[src/rtl/fifo_uart_tx.sv]
// Drains a BRAM-backed FIFO onto a UART 8N1 line: each popped DATAW-bit word
// leaves as BYTES back-to-back frames, least significant byte first.
module fifo_uart_tx #(
    parameter int DATAW       = 32,
    parameter int CLK_PER_BIT = 868
) (
    input  logic             clk,
    input  logic             rstn,
    input  logic             fifo_empty,
    input  logic [DATAW-1:0] fifo_dout,
    output logic             fifo_r_en,
    output logic             txd,
    output logic             busy,
    output logic [15:0]      words_sent
);

    localparam int BYTES  = DATAW / 8;
    localparam int BAUD_W = (CLK_PER_BIT > 2) ? $clog2(CLK_PER_BIT) : 1;
    localparam int BYTE_W = (BYTES > 1) ? $clog2(BYTES) : 1;

    localparam logic [BAUD_W-1:0] BAUD_LAST = BAUD_W'(CLK_PER_BIT - 1);
    localparam logic [BYTE_W-1:0] BYTE_LAST = BYTE_W'(BYTES - 1);

    localparam logic [2:0] ST_IDLE   = 3'd0;
    localparam logic [2:0] ST_SETTLE = 3'd1;
    localparam logic [2:0] ST_START  = 3'd2;
    localparam logic [2:0] ST_DATA   = 3'd3;
    localparam logic [2:0] ST_STOP   = 3'd4;

    if (DATAW % 8 != 0 || DATAW < 8) begin : g_bad_dataw
        $error("fifo_uart_tx: DATAW (%0d) must be a non-zero multiple of 8", DATAW);
    end
    if (CLK_PER_BIT < 2) begin : g_bad_clk_per_bit
        $error("fifo_uart_tx: CLK_PER_BIT (%0d) must be at least 2", CLK_PER_BIT);
    end

    logic [2:0]        state_q,      state_d;
    logic [DATAW-1:0]  sh_q,         sh_d;
    logic [BAUD_W-1:0] baud_cnt_q,   baud_cnt_d;
    logic [2:0]        bit_idx_q,    bit_idx_d;
    logic [BYTE_W-1:0] byte_idx_q,   byte_idx_d;
    logic [15:0]       words_sent_q, words_sent_d;

    logic bit_end;

    assign bit_end = (baud_cnt_q == BAUD_LAST);

    // The pop is only ever qualified by a second look at fifo_empty, so it can
    // never fire against an empty FIFO.
    assign fifo_r_en  = (state_q == ST_SETTLE) && !fifo_empty;
    assign busy       = (state_q == ST_START) || (state_q == ST_DATA) ||
                        (state_q == ST_STOP)  || fifo_r_en;
    assign words_sent = words_sent_q;

    always_comb begin
        txd = 1'b1;
        if (state_q == ST_START) begin
            txd = 1'b0;
        end else if (state_q == ST_DATA) begin
            txd = sh_q[0];
        end
    end

    always_comb begin
        // NOTE: every signal gets its hold value first so no path through the
        // case statement can leave one unassigned and infer a latch.
        state_d      = state_q;
        sh_d         = sh_q;
        baud_cnt_d   = baud_cnt_q;
        bit_idx_d    = bit_idx_q;
        byte_idx_d   = byte_idx_q;
        words_sent_d = words_sent_q;

        case (state_q)
            ST_IDLE: begin
                if (!fifo_empty) state_d = ST_SETTLE;
            end
            ST_SETTLE: begin
                if (fifo_empty) begin
                    state_d = ST_IDLE;
                end else begin
                    sh_d       = fifo_dout;
                    byte_idx_d = '0;
                    bit_idx_d  = '0;
                    baud_cnt_d = '0;
                    state_d    = ST_START;
                end
            end
            ST_START: begin
                baud_cnt_d = bit_end ? '0 : baud_cnt_q + BAUD_W'(1);
                if (bit_end) begin
                    bit_idx_d = '0;
                    state_d   = ST_DATA;
                end
            end
            ST_DATA: begin
                baud_cnt_d = bit_end ? '0 : baud_cnt_q + BAUD_W'(1);
                if (bit_end) begin
                    // Shifting right walks straight through the word, so the
                    // next byte's LSB is already in bit 0 after eight shifts.
                    sh_d = {1'b0, sh_q[DATAW-1:1]};
                    if (bit_idx_q == 3'd7) begin
                        state_d = ST_STOP;
                    end else begin
                        bit_idx_d = bit_idx_q + 3'd1;
                    end
                end
            end
            ST_STOP: begin
                baud_cnt_d = bit_end ? '0 : baud_cnt_q + BAUD_W'(1);
                if (bit_end) begin
                    if (byte_idx_q == BYTE_LAST) begin
                        words_sent_d = words_sent_q + 16'd1;
                        state_d      = ST_IDLE;
                    end else begin
                        byte_idx_d = byte_idx_q + BYTE_W'(1);
                        state_d    = ST_START;
                    end
                end
            end
            default: state_d = ST_IDLE;
        endcase
    end

    // NOTE: state uses non-blocking assignments so every flop samples the
    // pre-edge value of every other flop, independent of block ordering.
    always_ff @(posedge clk or negedge rstn) begin
        if (!rstn) begin
            state_q      <= ST_IDLE;
            // NOTE: the shift register is reset even though it is only read
            // after a load, keeping txd free of X on the first frame in sim.
            sh_q         <= '0;
            baud_cnt_q   <= '0;
            bit_idx_q    <= '0;
            byte_idx_q   <= '0;
            words_sent_q <= '0;
        end else begin
            state_q      <= state_d;
            sh_q         <= sh_d;
            baud_cnt_q   <= baud_cnt_d;
            bit_idx_q    <= bit_idx_d;
            byte_idx_q   <= byte_idx_d;
            words_sent_q <= words_sent_d;
        end
    end

endmodule

[config.mk]
export PLATFORM = sky130hd
export DESIGN_NAME = fifo_uart_tx
export DESIGN_NICKNAME = d
export VERILOG_FILES = /design/src/rtl/fifo_uart_tx.sv
export SDC_FILE = /design/constraint.sdc
export NUM_CORES = 1
export LEC_CHECK = 0
export CAP_MARGIN = 20
export CORE_MARGIN = 8
export CORE_UTILIZATION = 39
export CTS_BUF_LIST = sky130_fd_sc_hd__clkbuf_2 sky130_fd_sc_hd__clkbuf_4 sky130_fd_sc_hd__clkbuf_8
export DETAILED_ROUTE_END_ITERATION = 8
export GPL_TIMING_DRIVEN = 1
export SLEW_MARGIN = 40
export SYNTH_ARGS = -nofsm -noshare
export SYNTH_HDL_FRONTEND = slang
export SYNTH_SLANG_ARGS = --single-unit
export TNS_END_PERCENT = 10
[constraint.sdc]
create_clock -name clk -period 2.9 [get_ports clk]
set_clock_uncertainty 0.2 [all_clocks]
set_input_delay 0.435 -clock clk [delete_from_list [all_inputs] [get_ports clk]]
set_output_delay 0.435 -clock clk [all_outputs]
set_load 0.02 [all_outputs]
-- After elaboration in Yosys (flattened, before gate mapping)
Index checks and enable logic that the tools add are counted.
- logic and storage cells: 67
- memory bits (read-only): 0
- output and inout bits: 19
- memories: 0
- latch bits: 0
- register bits: 66
- bits in writable memories: 0
- input port bits: 35
- bitwise operators: 0
- mux-type cells: 25
- equality and inequality tests: 15
- $mul: 0
- $lt $le $gt $ge: 0
- shift-type cells: 0
- add/subtract/negate cells: 4
- reductions and logical operators: 17
- div/mod/pow operators: 0
- operator list (cell ; number):
    $mux W32 ; 2
    $pmux W32 S2 ; 1
    $mux W3 ; 9
    $mux W10 ; 2
    $pmux W10 S2 ; 1
    $add A16 B1 Y16 const B ; 1
    $pmux W3 S5 ; 1
    $ne A2 B2 Y1 const B ; 7
    $add A10 B1 Y10 const B ; 1
    $eq A10 B10 Y1 const B ; 1
    $mux W2 ; 5
    $reduce_and A5 Y1 ; 2
    $pmux W3 S3 ; 1
    $eq A3 B2 Y1 const B ; 2
    $eq A3 B3 Y1 const B ; 2
    $reduce_and A3 Y1 ; 2
    $reduce_bool A2 Y1 ; 3
    $pmux W2 S2 ; 1
    $reduce_and A4 Y1 ; 1
    $add A3 B1 Y3 const B ; 1
    $eq A3 B1 Y1 const B ; 1
    $logic_not A3 Y1 ; 1
    $logic_or A1 B1 Y1 ; 3
    $reduce_bool A3 Y1 ; 1
    other kinds (8) ; 9

-- Depth between registers and ports, before layout
- depth after elaboration: 4
- mapped depth: 7
- gate-level depth less buffers: 6

-- Least setup slack after synthesis
Ideal clock, no wire load.
- path type: reg2reg
- from: register baud_cnt_q[0]
- to: register bit_idx_q[0]
- stages on the path, launching flop included: 7
- library setup time: 128 ps
- setup slack: 461 ps
- buffers on the path: 1
- required time: 2572 ps
- arrival time: 2112 ps
- cells stage by stage: dfrtp_1 > ha_1 > or4b_1 > or4_1 > buf_4 > o21ai_4 > mux2_1
- longest elaborated chain between the ends: 3
- elaborated cells on any way between the ends: 4
- those cells by class: 3 x eq/ne; 1 x reduce/logical
- ends and longest elaborated chain (what ; RTL line ; source):
    start: declaration ; 39 ; logic [BAUD_W-1:0] baud_cnt_q, baud_cnt_d;
    start signal: assignment ; 140 ; baud_cnt_q <= baud_cnt_d;
    $eq A10 B10 Y1 * ; 46 ; assign bit_end = (baud_cnt_q == BAUD_LAST);
    $ne A2 B2 Y1 (no source line) ; n/a ;
    $reduce_and A5 Y1 (no source line) * ; n/a ;
    end signal: assignment ; 141 ; bit_idx_q <= bit_idx_d;
    end: declaration ; 40 ; logic [2:0] bit_idx_q, bit_idx_d;
Every way passes the cells marked *; elsewhere a longest branch is shown, timed or not.
A chain may end at the register's enable or synchronous reset.

-- Worst setup path after layout
- from: input fifo_empty
- to: output fifo_r_en
- longest elaborated chain between the ends: 2
- ends and longest elaborated chain (what ; RTL line ; source):
    start: declaration ; 9 ; input logic fifo_empty,
    $logic_not A1 Y1 ; n/a ;
    $logic_and A1 B1 Y1 ; 50 ; assign fifo_r_en = (state_q == ST_SETTLE) && !fifo_empty;
    end: declaration ; 11 ; output logic fifo_r_en,
Every way passes these cells.

==> impl_metrics.toml <==
[run_status]
status = "complete, no violations"

[synth]
synth-seq-cells = 66
synth-edff-count = 0
synth.distinct_cells = 50
ys.flop_type = "dfrtp_1"
syn_nets = 324
async_reset_ff_share_pct = 100
synthTopCellsByArea = "dfrtp_1, mux2_2, nand3_1"
yosysTopAreaCellShare_pct = 48.9
synthCells = 284
ys_seq_area_share_pct = 48.9
synth.avg_cell_area_um2 = 11.9
syn_area_um2 = 3380
yosysWarnings = 0
yosys.area.top_type = "dfrtp_1"

[floorplan]
start_util_pct = 39.5
dieArea_um2 = 11900
coreArea_um2 = 8550
fp.dieH_um = 109
rows = 34
ios = 54
die_x_um = 109

[routing]
drt_pass1_iterations = 4
wl_per_cell_um = 14.9
drcViolationCount = 0
vias = 2428
routed_via_density = 5.30
drt_iter0_drc = 106
final_antenna_net_count = 0
wl_um = 6820

[clock_tree]
root_buffer = "clkbuf_8"
clk_pin_slew_ps = 70
post_cts_buffers = 0
tritoncts = "done"
cts_max_level = 3
cts_buffers = 9
cts.sinks = 66
insertion_delay_ps = 340
cts_max_path_buffers = 2

[global_routing]
grtUsageMet2_pct = 18.6
grt_usage_pct = 12.2
grt_pass1_vias = 2445
antenna_found_initial = 0
overflow = 0
grtUsageMet1_pct = 15.4
grt_start_max_net_pins = 41
grt-busiest-layer = "met2"
globalRouteMet3Util_pct = 3.49
grt_pass1_wl_um = 11500

[timing]
fin_crit_ps = 2800
slew_headroom_pct = 54.1
tightest_slew_ps = 682
rsz0062_at_grt = "no"
final-hold-violation-count = 0
final.period_utilization_pct = 96.7
fin_setup_tns_ps = 0
max_freq_ghz = 0.357
finalSetupViolations = 0
slew_violations = 0

[critical_path]
start_kind = "input pin"
critPathSlowestCell = "clkdlybuf4s50_1"
slowest_delay_ps = 650
critPathCaptureType = "output port"
path_cells = "clkdlybuf4s50_1, or4b_1, inv_1, clkdlybuf4s50_1"
crit_buf_inv = 3
timing.setup.critical_path_class = "input pin to output port"
cp_max_fo = 3
crit_required_ps = 2270
critical_path_arrival_ps = 2170
cp_common_cell = "clkdlybuf4s50_1"
cpLargestDelayFamily = "buffers and inverters"

[hold_path]
hold_class = "flip-flop to flip-flop"

[finish]
antenna_cells = 0
multi_input_area_um2 = 1650
nets = 385
drive_gt1_share_pct = 28.0
final_cells = 458
layout.area.seq_um2 = 1650
fillers = 781
area_growth_pct = 27.6

[place]
gp_congestion = 0.747
dp_hpwl_um = 4910
post-place-cells = 441
io_buffers = 53

[power_and_ir_drop]
leakagePower_nw = 1.89
ir_drop_uv = 295
power.density_nw_per_um2 = 736

[job]
max_cap_violations = 0
cell families (layout without fill, tap and decap cells):
kind of cell / count (synthesis) / count (layout) / share of synthesized area [%]
adder cells (fa/ha/maj): 5 / 5 / 1.85
buffers and inverters: 20 / 86 / 2.78
multiplexers: 69 / 69 / 22.8
XOR/XNOR: 15 / 15 / 3.89
flip-flops: 66 / 66 / 48.9
AND/OR/NAND/NOR: 77 / 77 / 12.6
AO/OA/AOI/OAI: 32 / 32 / 7.18
metrics by stage:
step           power, mW  worst slack (ps)  util, %  cell area [um2]  hold WS, ps
2_1_floorplan       2.10               461        -             3380        -60.6
3_3_place_gp        2.30              59.8     47.4             4050          260
3_5_place_dp        2.33              89.0     47.7             4080          269
4_1_cts             3.22              85.3     50.4             4310          278
5_1_grt             3.40              9.94     50.4             4310          302
6_report            3.17              96.2     50.4             4310          268
power by group:
part | internal (mW) | switching [mW] | leakage (nW) | total, mW
sequential | 1.20 | 0.210 | 0.854 | 1.41
clock | 0.514 | 0.348 | 0.113 | 0.862
combinational | 0.562 | 0.335 | 0.924 | 0.897
synth_stat cells, drive strengths merged, types with 2 or more instances:
cell type	n
o21ai	5
a32oi	2
nand3b	2
ha	5
a21oi	3
nor2	7
nand2	17
o31a	2
xor2	6
a22o	2
nor2b	3
a41oi	2
nor4	3
dfrtp	66
and3	5
inv	6
or4b	2
buf	10
o31ai	3
xnor2	9
nor3	6
mux2	65
o2bb2ai	2
a31oi	4
mux2i	4
clkbuf	4
or4	2
nand3	17
and2	3
nand4	5
final timing paths:
path | slack, ps | start | cells after the start | endpoint
setup reg to reg | 170 | baud_cnt_q[0] | 6 | words_sent[8]
min in group asynchronous | 460 | rstn | 2 | sh_q[28]
hold reg to reg | 270 | words_sent[15] | 1 | words_sent[15]
hold / removal | 270 | words_sent[15] | 1 | words_sent[15]
max in group asynchronous | 1410 | rstn | 3 | words_sent[7]
setup / recovery | 100 | fifo_empty | 4 | fifo_r_en
placed cells by master (no fill, tap or decap), types with 3 or more instances in the layout:
master           instances
a31oi_1                  4
and3_1                   5
buf_4                    7
clkbuf_8                10
clkdlybuf4s50_1         52
dfrtp_1                 66
ha_1                     5
inv_1                    6
mux2_2                  64
mux2i_1                  4
nand2_1                 17
nand3_1                 17
nand4_1                  5
nor2_1                   5
nor2b_1                  3
nor3_1                   6
o21ai_0                  4
o31ai_1                  3
xnor2_1                  9
xor2_1                   6
worst register-to-register path: stages, from the launching register on:
cell	delay (ps)
dfrtp_1	410
ha_1	250
or4b_1	480
or4_1	640
buf_4	280
nor3_1	250
xor2_1	160
final cells by class:
type                            instances  area share, %
Clock buffer                           11           3.37
Clock inverter                          5           1.80
Inverter                                6          0.522
Multi-Input combinational cell        198           38.2
Sequential cell                        66           38.3
Tap cell                              108           3.13
Timing Repair Buffer                   64           14.7
what timing repair did:
item | CTS | global route
hold buffers | 1 | 0
hold endpoints to repair | 26 | 0
gates resized for setup | 0 | 0
sequential cells by signal, indices dropped and copies added (netlist names):
signal	cells
state_q	3
baud_cnt_q	10
bit_idx_q	3
words_sent	16
byte_idx_q	2
sh_q	32
layer usage:
layer	routed length (um)	vias up	part of all wire, %
li1	-	1166	-
met1	3210	1197	47
met2	3060	54	45
met3	407	11	6.0
met4	143	0	2.1
met5	0	-	0
Power figures use the tool's default switching activity.
